[src/rtl/fpro_bus_arbiter.sv]
// fpro_bus_arbiter: round-robin arbiter that shares one FPro bus between two
// single-word masters (M0 = MCS bridge, M1 = DMA/aux). One access is in flight
// at a time: grant, one bus strobe cycle, optional read-latency wait, ack.
module fpro_bus_arbiter #(
    parameter int VIDEO_BIT = 20,
    parameter int RD_LAT    = 1
) (
    input  logic        clk,
    input  logic        reset_n,
    input  logic        m0_req,
    input  logic        m0_wr,
    input  logic [20:0] m0_addr,
    input  logic [31:0] m0_wr_data,
    output logic        m0_ack,
    output logic [31:0] m0_rd_data,
    input  logic        m1_req,
    input  logic        m1_wr,
    input  logic [20:0] m1_addr,
    input  logic [31:0] m1_wr_data,
    output logic        m1_ack,
    output logic [31:0] m1_rd_data,
    output logic        fp_video_cs,
    output logic        fp_mmio_cs,
    output logic        fp_wr,
    output logic        fp_rd,
    output logic [20:0] fp_addr,
    output logic [31:0] fp_wr_data,
    input  logic [31:0] fp_rd_data,
    output logic        busy
);

    typedef enum logic [1:0] {
        IDLE  = 2'd0,
        ISSUE = 2'd1,
        RWAIT = 2'd2,
        ACK   = 2'd3
    } state_t;

    // Read wait counter start value; RD_LAT is limited to 1..4 so two bits suffice.
    localparam logic [1:0] CNT_LOAD = 2'(RD_LAT - 1);

    state_t      state_r;
    logic        last_grant_r;  // master granted most recently (1 = M1)
    logic        gnt_r;         // master owning the current transaction
    logic        wr_lat_r;      // latched direction of the current transaction
    logic [1:0]  cnt_r;

    logic        any_req_s;
    logic        pick_s;
    logic        sel_wr_s;
    logic [20:0] sel_addr_s;
    logic [31:0] sel_wr_data_s;

    // Pick the winner: alternate on contention, otherwise serve the lone requester.
    always_comb begin
        any_req_s = m0_req | m1_req;
        if (m0_req && m1_req) begin
            pick_s = ~last_grant_r;
        end else if (m1_req) begin
            pick_s = 1'b1;
        end else begin
            pick_s = 1'b0;
        end
    end

    // Route the winning master's request fields toward the latch stage.
    always_comb begin
        if (pick_s) begin
            sel_wr_s      = m1_wr;
            sel_addr_s    = m1_addr;
            sel_wr_data_s = m1_wr_data;
        end else begin
            sel_wr_s      = m0_wr;
            sel_addr_s    = m0_addr;
            sel_wr_data_s = m0_wr_data;
        end
    end

    // Transaction sequencer; every output is a register updated here.
    always_ff @(posedge clk or negedge reset_n) begin
        if (!reset_n) begin
            state_r      <= IDLE;
            last_grant_r <= 1'b1;
            gnt_r        <= 1'b0;
            wr_lat_r     <= 1'b0;
            cnt_r        <= 2'd0;
            m0_ack       <= 1'b0;
            m1_ack       <= 1'b0;
            m0_rd_data   <= 32'h0000_0000;
            m1_rd_data   <= 32'h0000_0000;
            fp_video_cs  <= 1'b0;
            fp_mmio_cs   <= 1'b0;
            fp_wr        <= 1'b0;
            fp_rd        <= 1'b0;
            fp_addr      <= 21'h00_0000;
            fp_wr_data   <= 32'h0000_0000;
            busy         <= 1'b0;
        end else begin
            case (state_r)
                IDLE: begin
                    if (any_req_s) begin
                        // Latch the winner's fields and drive the bus for the next cycle.
                        gnt_r        <= pick_s;
                        last_grant_r <= pick_s;
                        wr_lat_r     <= sel_wr_s;
                        fp_addr      <= sel_addr_s;
                        fp_wr_data   <= sel_wr_data_s;
                        fp_wr        <= sel_wr_s;
                        fp_rd        <= ~sel_wr_s;
                        fp_video_cs  <= sel_addr_s[VIDEO_BIT];
                        fp_mmio_cs   <= ~sel_addr_s[VIDEO_BIT];
                        busy         <= 1'b1;
                        state_r      <= ISSUE;
                    end else begin
                        state_r <= IDLE;
                    end
                end
                ISSUE: begin
                    // Strobes last exactly one cycle; address and data hold afterwards.
                    fp_wr       <= 1'b0;
                    fp_rd       <= 1'b0;
                    fp_video_cs <= 1'b0;
                    fp_mmio_cs  <= 1'b0;
                    if (wr_lat_r) begin
                        m0_ack  <= ~gnt_r;
                        m1_ack  <= gnt_r;
                        state_r <= ACK;
                    end else begin
                        cnt_r   <= CNT_LOAD;
                        state_r <= RWAIT;
                    end
                end
                RWAIT: begin
                    if (cnt_r == 2'd0) begin
                        if (gnt_r) begin
                            m1_rd_data <= fp_rd_data;
                        end else begin
                            m0_rd_data <= fp_rd_data;
                        end
                        m0_ack  <= ~gnt_r;
                        m1_ack  <= gnt_r;
                        state_r <= ACK;
                    end else begin
                        cnt_r <= cnt_r - 2'd1;
                    end
                end
                ACK: begin
                    m0_ack  <= 1'b0;
                    m1_ack  <= 1'b0;
                    busy    <= 1'b0;
                    state_r <= IDLE;
                end
                default: begin
                    m0_ack      <= 1'b0;
                    m1_ack      <= 1'b0;
                    fp_wr       <= 1'b0;
                    fp_rd       <= 1'b0;
                    fp_video_cs <= 1'b0;
                    fp_mmio_cs  <= 1'b0;
                    busy        <= 1'b0;
                    state_r     <= IDLE;
                end
            endcase
        end
    end

endmodule

[config.mk]
export PLATFORM = sky130hd
export DESIGN_NAME = fpro_bus_arbiter
export DESIGN_NICKNAME = d
export VERILOG_FILES = /design/src/rtl/fpro_bus_arbiter.sv
export SDC_FILE = /design/constraint.sdc
export NUM_CORES = 1
export LEC_CHECK = 0
export CAP_MARGIN = 0
export CORE_UTILIZATION = 37
export DETAILED_ROUTE_END_ITERATION = 8
export PLACE_DENSITY = 0.83
export SLEW_MARGIN = 20
export SYNTH_ARGS = -nofsm -noshare
export SYNTH_HDL_FRONTEND = slang
export SYNTH_SLANG_ARGS = --single-unit
[constraint.sdc]
create_clock -name clk -period 1.5 [get_ports clk]
set_input_delay 0.15 -clock clk [delete_from_list [all_inputs] [get_ports clk]]
set_output_delay 0.15 -clock clk [all_outputs]
set_load 0.005 [all_outputs]
======== After elaboration in Yosys (flattened, before gate mapping) ========
Index checks and enable logic that the tools add are counted.
W data, S select, Z words.
operators by class
  $add $sub $neg .......................... 1
  equal/unequal tests ..................... 8
  muxes and demuxes ....................... 28
  bitwise logic cells ..................... 5
  reduce and logical (&&, ||, !) cells .... 14
operators by type and width
  operator               count
  $mux W32               1
  $mux W21               1
  $mux W1                14
  $reduce_and A3 Y1      4
  $ne A2 B2 Y1 const B   5
  $pmux W1 S2            5
  $pmux W2 S4            1
  $mux W2                3
  $pmux W1 S3            2
  $reduce_and A2 Y1      3
  $reduce_bool A2 Y1     3
  $eq A2 B2 Y1 const B   2
  $logic_not A2 Y1       2
  $not A1 Y1             4
  $pmux W2 S2            1
  $reduce_bool A3 Y1     1
  $eq A2 B1 Y1 const B   1
  $sub A2 B1 Y2 const B  1
  $logic_and A1 B1 Y1    1
  $or A1 B1 Y1           1
storage, ports and cells
  flip-flop bits (word level) ............. 131
  bits of input ports ..................... 144
  output and inout port bits .............. 124

======== Depth between registers and ports, before layout ========
Gate-level depths: netlist of the first run.
  depth in word-level cells ............... 6
  depth in mapped cells ................... 7
  depth with buffers taken out ............ 5

======== Worst setup path before layout of the first run ========
OpenSTA, ideal clock, no wires.
  path kind ............................... register to register
  from .................................... reg state_r[0]
  to ...................................... reg m0_ack
  setup time .............................. 125 ps
  data arrival time ....................... 1,503 ps
  slack ................................... -128 ps
  cell stages (with the launch flop) ...... 6
  path through ............................ dfrtp_1 inv_1 ha_1 nor2b_2 nor3_1 mux2_2
on the way
  cells in the longest elaborated chain, start to end .. 3
ends and longest elaborated chain
  what                                                                 line  RTL
  start: declaration                                                   42    state_t state_r;
  start signal: assignment                                             82    state_r <= IDLE;
  start signal: assignment                                             113   state_r <= ISSUE;
  start signal: assignment                                             115   state_r <= IDLE;
  $eq A2 B2 Y1 or $eq A2 B1 Y1 (tied branches)                         99    case (state_r)
  $ne A2 B2 Y1 (no source line) or $reduce_bool A3 Y1 (tied branches)  --
  $reduce_and A3 Y1 (no source line)                                   --
  end signal: assignment                                               125   m0_ack <= ~gnt_r;
  end signal: assignment                                               140   m0_ack <= ~gnt_r;
  end: declaration                                                     14    output logic m0_ack,
Parallel ways exist; a longest one is shown, timed or not.
A chain may end at the register's enable or synchronous reset.

======== Worst setup path in the final report of the first run ========
  from .................................... reg state_r[1]
  to ...................................... reg state_r[0]
on the way
  cells in the longest elaborated chain, start to end .. 2
ends and longest elaborated chain
  what                                         line
  $eq A2 B2 Y1 (tied with other cells)         99
  $pmux W2 S4 or $ne A2 B2 Y1 (tied branches)  --
Parallel ways exist; a longest one is shown, timed or not.

==> results of run 1 <==
[flip-flops by register name, summed over array words and instances (netlist names), 2 cells and up]
register and flops:
cnt_r 2, m0_rd_data 32, fp_addr 21, state_r 2, m1_rd_data 32, fp_wr_data 32
[metal layers]
layer,wire length [microns],track usage (%)
met1,6270,22.9
met2,7690,34.6
met3,1400,7.19
met4,320,8.97
met5,0,0
[kinds of logic after synthesis]
family	after synthesis	synth area share [%]
AO/OA/AOI/OAI	77	7.73
AND/OR/NAND/NOR	67	5.38
adder cells (fa/ha/maj)	6	1.33
flip-flops	131	58.0
buffers and inverters	29	4.63
multiplexers	121	22.9
[cell type report]
class	count	area [sq um]	area share, %
tap	184	230	2.40
sequential	131	3280	34.2
clock inverter	14	176	1.84
clock buffer	18	439	4.59
timing repair buffer	316	3210	33.6
inverter	5	18.8	0.196
multi-input combinational	271	2220	23.2
[cells in the mapped netlist]
cell	number
dfrtp_1	130
a22o_1	4
dfstp_2	1
nand3_4	1
nor2_1	4
a31oi_1	1
mux2_1	39
buf_6	6
nand3b_4	1
nor2b_2	1
buf_2	8
a21bo_2	2
nor2b_1	2
a222oi_1	1
o21ai_0	14
a21boi_2	1
ha_1	6
o21ai_1	49
clkbuf_1	4
inv_1	5
o21ai_2	1
mux2i_1	54
o21ba_2	1
or2_1	1
a211oi_1	1
nor3_1	1
a21o_1	1
mux2_2	28
buf_12	6
nand2_1	55
a21oi_1	1
nor3b_2	1
[power by group]
group	switching (W)	internal (W)	leakage, nW
combinational	0.00323	0.00558	2.31
clock	0.00161	0.00268	0.297
sequential	0.00100	0.00531	1.58
total	0.00584	0.0136	4.18
[repair_timing]
item / in CTS / in global routing
setup buffers: 2 / 5
setup endpoints to repair: 68 / 48
hold endpoints to repair: 131 / 0
resized for setup: 18 / 17
cloned: 0 / 1
hold buffers: 1 / 0
pin swaps: 3 / 4
[final timing paths]
kind	slack [ns]	from	to
setup / recovery	-0.04	state_r[1]	state_r[0]
hold / removal	0.14	reset_n	fp_wr_data[3]
setup reg to reg	-0.04	state_r[1]	state_r[0]
hold reg to reg	0.48	fp_addr[9]	fp_addr[9]
max in group asynchronous	0.69	reset_n	m1_rd_data[11]
min in group clk	0.36	m0_wr_data[14]	fp_wr_data[14]
[worst max-delay path, cell delays in order (launching register included)]
cell and delay [ns]:
dfrtp_1 0.42, inv_2 0.09, ha_4 0.20, buf_6 0.12, o21ba_4 0.18, a222oi_1 0.40
[placed cells by master (no fill, tap or decap), drive strengths merged]
| master | n |
|---|---|
| clkdlybuf4s50 | 261 |
| dfrtp | 130 |
| mux2 | 67 |
| o21ai | 64 |
| nand2 | 55 |
| mux2i | 54 |
| buf | 48 |
| clkbuf | 19 |
| inv | 8 |
| clkinv | 6 |
| ha | 6 |
| a22o | 4 |
| dlymetal6s2s | 4 |
| nor2 | 4 |
| bufinv | 3 |
| nor2b | 3 |
| a21bo | 2 |
| clkinvlp | 2 |
| nand3 | 1 |
| nand3b | 1 |
| a21boi | 1 |
| o21ba | 1 |
| nor3b | 1 |
| a222oi | 1 |
| a211oi | 1 |
| a21o | 1 |
| a21oi | 1 |
| a31oi | 1 |
| nor3 | 1 |
| or2 | 1 |
| dlygate4sd3 | 1 |
| dfstp | 1 |
| dlygate4sd2 | 1 |
[through the flow]
| step | utilization, % | instance area (sq um) | std cells | setup TNS, ns | hold slack (ns) |
|---|---|---|---|---|---|
| after floorplan | - | 5660 | 431 | -0.0204 | -0.146 |
| after global placement | 59.6 | 8760 | 898 | -1.83 | 0.00541 |
| after detailed placement | 59.6 | 8760 | 898 | -4.49 | 0.0116 |
| after CTS | 64.4 | 9470 | 933 | -0.0238 | 0.106 |
| after global routing | 65.2 | 9580 | 939 | -0.697 | 0.148 |
| final | 65.2 | 9580 | 939 | -0.0567 | 0.143 |
==> impl_metrics.ini, run 1 <==
[detailed_routing]
drt-pass1-iter-count = 9
postRouteAntennaNets = 0
drt_wl_total_mm = 15.7
detail_route.drc_violations = 23
post_drt_wl_per_cell_microns = 16.7
drt-initial-drc-count = 132
via_per_inst = 4.85
via_count = 4556

[logic_synthesis]
synthesis.yosys.warnings = 0
netlist.area_leader.share_pct = 57.6
synthesis.area_sq_um = 5650
synth_cell_type_count = 32
yosys_register_bits = 131
synth_area_leaders = dfrtp_1 (58%), mux2i_1 (9.6%), mux2_1 (7.8%)
syn_nets = 581
synth_top_cell_by_area = dfrtp_1
synth-seq-area-share_pct = 58.0
netlist_instances = 431
average_size_of_a_mapped_cell_sq_um = 13.1

[timing]
timing.final.crit_share_pct = 102
slew-limit-headroom_pct = 71.6
finalClockSkew_ns = 0.00617
finalHoldViolations = 0
timing_max_transition_violations_final = 0
final-setup-viol-count = 3
final.setup.worst_slack_ns = -0.0369
fmaxAchievable_ghz = 0.651
timing_worst_slew_pin_value_ns = 0.426
setup_repair_after_global_routing_missed_its_margin = yes
finalWorstPathRequiredPeriod_ns = 1.54

[grt]
grt_remaining_overflow = 0
total_track_usage_pct = 20.3
antenna_violations_before_repair = 0
via_count_of_the_first_global_routing_pass = 4813
largest_net_degree_at_the_start_of_global_routing = 79
grt_first_pass_wirelength_mm = 24.8

[die]
design.portCount = 268
fp.dieH_microns = 126
fp-row-count = 44
placeableCoreArea_sq_um = 14700
die-area_sq_um = 15800
die_w_microns = 126
start_util_pct = 38.4

[clock_tree]
clock-sinks = 131
cts_buffers = 17
clock-root-buffer = clkbuf_16
clkTransAtPathRegs_ns = 0.06
worstSkewPairLatency_ns = 0.41
cts-htree-levels = 4
clk_path_buf_depth = 2
cts_tree = done

[power]
p_per_area_nw_per_um2 = 2030
power_w = 0.0194
total_leakage_power_nw = 4.18
ir_worst_vdd_mv = 0.922

[run]
maxCapViolations = 0

[setup_path]
cp-end-kind = flop
worst-endpoint-arrival_ns = 1.81
crit_type = reg -> reg
worst-path-max-fanout = 6
setup.worst_path.start_class = flop
ff2ff_path_depth = 5
critical_path_required_ns = 1.77

[finish]
drive_above_1_share_pct = 17.1
syn2layout_area_growth_pct = 69.5
antennaDiodeCount = 0
n_fill_cell = 1020
layout.nets = 892

[placed_design]
gpl.final_weighted_congestion = 0.778
place_worst_setup_slack_ns = -0.166
io_buffer_count = 267
detailed_place_hpwl_mm = 11.6

[run_status]
violations_in_the_final_reports = design-rule violations, negative setup slack
outcome = finished, violations left

[min_path]
hold_class = in -> async
No activity file was read; power rests on OpenSTA's default activity.
==> run 2, diff against run 1 <==
CORE_UTILIZATION = 44   (was 37)
PLACE_DENSITY = 0.91   (was 0.83)
clock period = 1.8 ns   (was 1.5 ns; I/O delays follow)
==> impl_metrics.ini, run 2 (synthesis results as in run 1) <==
[run_status]
outcome = finished clean

[finish]
layout.nets = 861
final_cells = 896
finish.utilization_pct = 72.5
syn2layout_area_growth_pct = 61.3
final_common_cell = clkdlybuf4s50_1
antennaDiodeCount = 0
leading_registers_by_flop_count = fp_wr_data x32, m0_rd_data x32, m1_rd_data x32
drive_above_1_share_pct = 12.3
layout.cells.most_common_list = clkdlybuf4s50_1 (266), dfrtp_1 (130), nand2_1 (55), mux2i_1 (54), o21ai_1 (49)
postLayoutCellArea_sq_um = 9120

[clock_tree]
cts_tree = done
clock-root-buffer = clkbuf_16
worstSkewPairLatency_ns = 0.42
clock-sinks = 131
clkTransAtPathRegs_ns = 0.06
cts-htree-levels = 4
clk_path_buf_depth = 2
cts_buffers = 17

[setup_path]
ff2ff_path_depth = 6
critical-path-max-stage-delay_ns = 0.39
setup.worst_path.start_class = flop
master_of_the_slowest_instance_on_the_critical_path = dfrtp_1
crit_family = flip-flops
startpoint = state_r[0]
crit_type = reg -> reg
critical_path_required_ns = 2.11
cell_chain_critical_path = inv_1 -> ha_2 -> o21ai_4 -> buf_12 -> or2_1 -> o21ai_0
critPathBufInv = 2
cp-end-kind = flop
worst_r2r_endpoint = fp_video_cs
start_of_the_worst_register_to_register_path = state_r[0]
worst-path-max-fanout = 41
worst-endpoint-arrival_ns = 1.97
rrSetupSlack_ns = 0.14

[grt]
grt_first_pass_wirelength_mm = 24.4
grt_remaining_overflow = 0
via_count_of_the_first_global_routing_pass = 4778
largest_net_degree_at_the_start_of_global_routing = 73
antenna_violations_before_repair = 0
total_track_usage_pct = 24.5

[timing]
finalHoldViolations = 0
timing.final.crit_share_pct = 92.2
finalClockSkew_ns = 0.0125
timing.setup.tns_ns = 0
fmaxAchievable_ghz = 0.603
timing_worst_slew_pin_value_ns = 0.461
timing_max_transition_violations_final = 0
finalWorstPathRequiredPeriod_ns = 1.66
final-setup-viol-count = 0
slew-limit-headroom_pct = 69.3
setup_repair_after_global_routing_missed_its_margin = no

[die]
die_w_microns = 115
die-area_sq_um = 13300
fp-row-count = 41
start_util_pct = 45.0
design.portCount = 268
placeableCoreArea_sq_um = 12600
fp.dieH_microns = 115

[placed_design]
gpl.final_weighted_congestion = 0.759
detailed_place_hpwl_mm = 11.8
postPlaceCellArea_sq_um = 8540
io_buffer_count = 267
placed_cells_incl_taps = 863

[power]
total_leakage_power_nw = 3.90
ir_worst_vdd_mv = 0.830
power_w = 0.0151
p_per_area_nw_per_um2 = 1660

[detailed_routing]
via_per_inst = 4.98
drt-pass1-iter-count = 4
post_drt_wl_per_cell_microns = 17.4
drt_wl_total_mm = 15.6
detail_route.drc_violations = 0
drt-initial-drc-count = 194
via_count = 4462
postRouteAntennaNets = 0

[min_path]
hold_class = in -> async

[run]
maxCapViolations = 0
## run 2: changes by cell type in the layout (fill, tap and decap cells not counted), sizes merged, moves of 2 or more
cell,before,now
buf,48,18
clkdlybuf4s50,261,266
dlymetal6s2s,4,0
clkinvlp,2,5
bufinv,3,1
clkinv,6,4
## run 2: layout make-up
| cell class | instances | area, sq um |
|---|---|---|
| multi-input combinational | 271 | 2130 |
| sequential | 131 | 3280 |
| inverter | 5 | 18.8 |
| clock buffer | 20 | 457 |
| tap | 172 | 215 |
| clock inverter | 12 | 105 |
| timing repair buffer | 285 | 2910 |
| fill | 816 | 3450 |
## run 2: metal layers
metal / GRT usage [%] / up-vias / wire length (microns)
met4: 12.2 / 0 / 444
met3: 8.43 / 31 / 1400
li1: - / 2078 / -
met1: 26.1 / 2130 / 5690
met5: 0 / - / 0
met2: 43.2 / 223 / 8060
## run 2: worst register-to-register path: cells and delay by family (launching register included)
kind | cells | cell delay (ns)
AO/OA/AOI/OAI | 2 | 0.33
AND/OR/NAND/NOR | 1 | 0.23
flip-flops | 1 | 0.39
adder cells (fa/ha/maj) | 1 | 0.31
buffers and inverters | 2 | 0.29
## run 2: repair_timing
action,in CTS,in global routing
gates resized for setup,0,2
hold endpoints to repair,29,0
setup endpoints to repair,0,5
buffers inserted,0,0
hold buffers,1,0
## run 2: worst max-delay path by stage
stage                   to  slack (ns)  depth (start not counted)
2_1_floorplan       m0_ack        0.17                          5
3_3_place_gp   fp_video_cs        0.14                          5
3_5_place_dp   fp_video_cs        0.01                          5
4_1_cts        fp_video_cs        0.01                          6
5_1_grt        fp_video_cs        0.05                          6
6_report       fp_video_cs        0.14                          6
## run 2: power by group
group          total (W)  switching [W]  internal, W
clock network    0.00324        0.00127      0.00197
registers        0.00529       0.000863      0.00443
logic            0.00661        0.00250      0.00411
## run 2: per-stage QoR
stage               hold WS [ns]  worst slack, ns
floorplan                 -0.116            0.172
global placement           0.153            0.143
detailed placement         0.161           0.0119
CTS                        0.261           0.0116
global route               0.296           0.0454
finish                     0.249            0.141
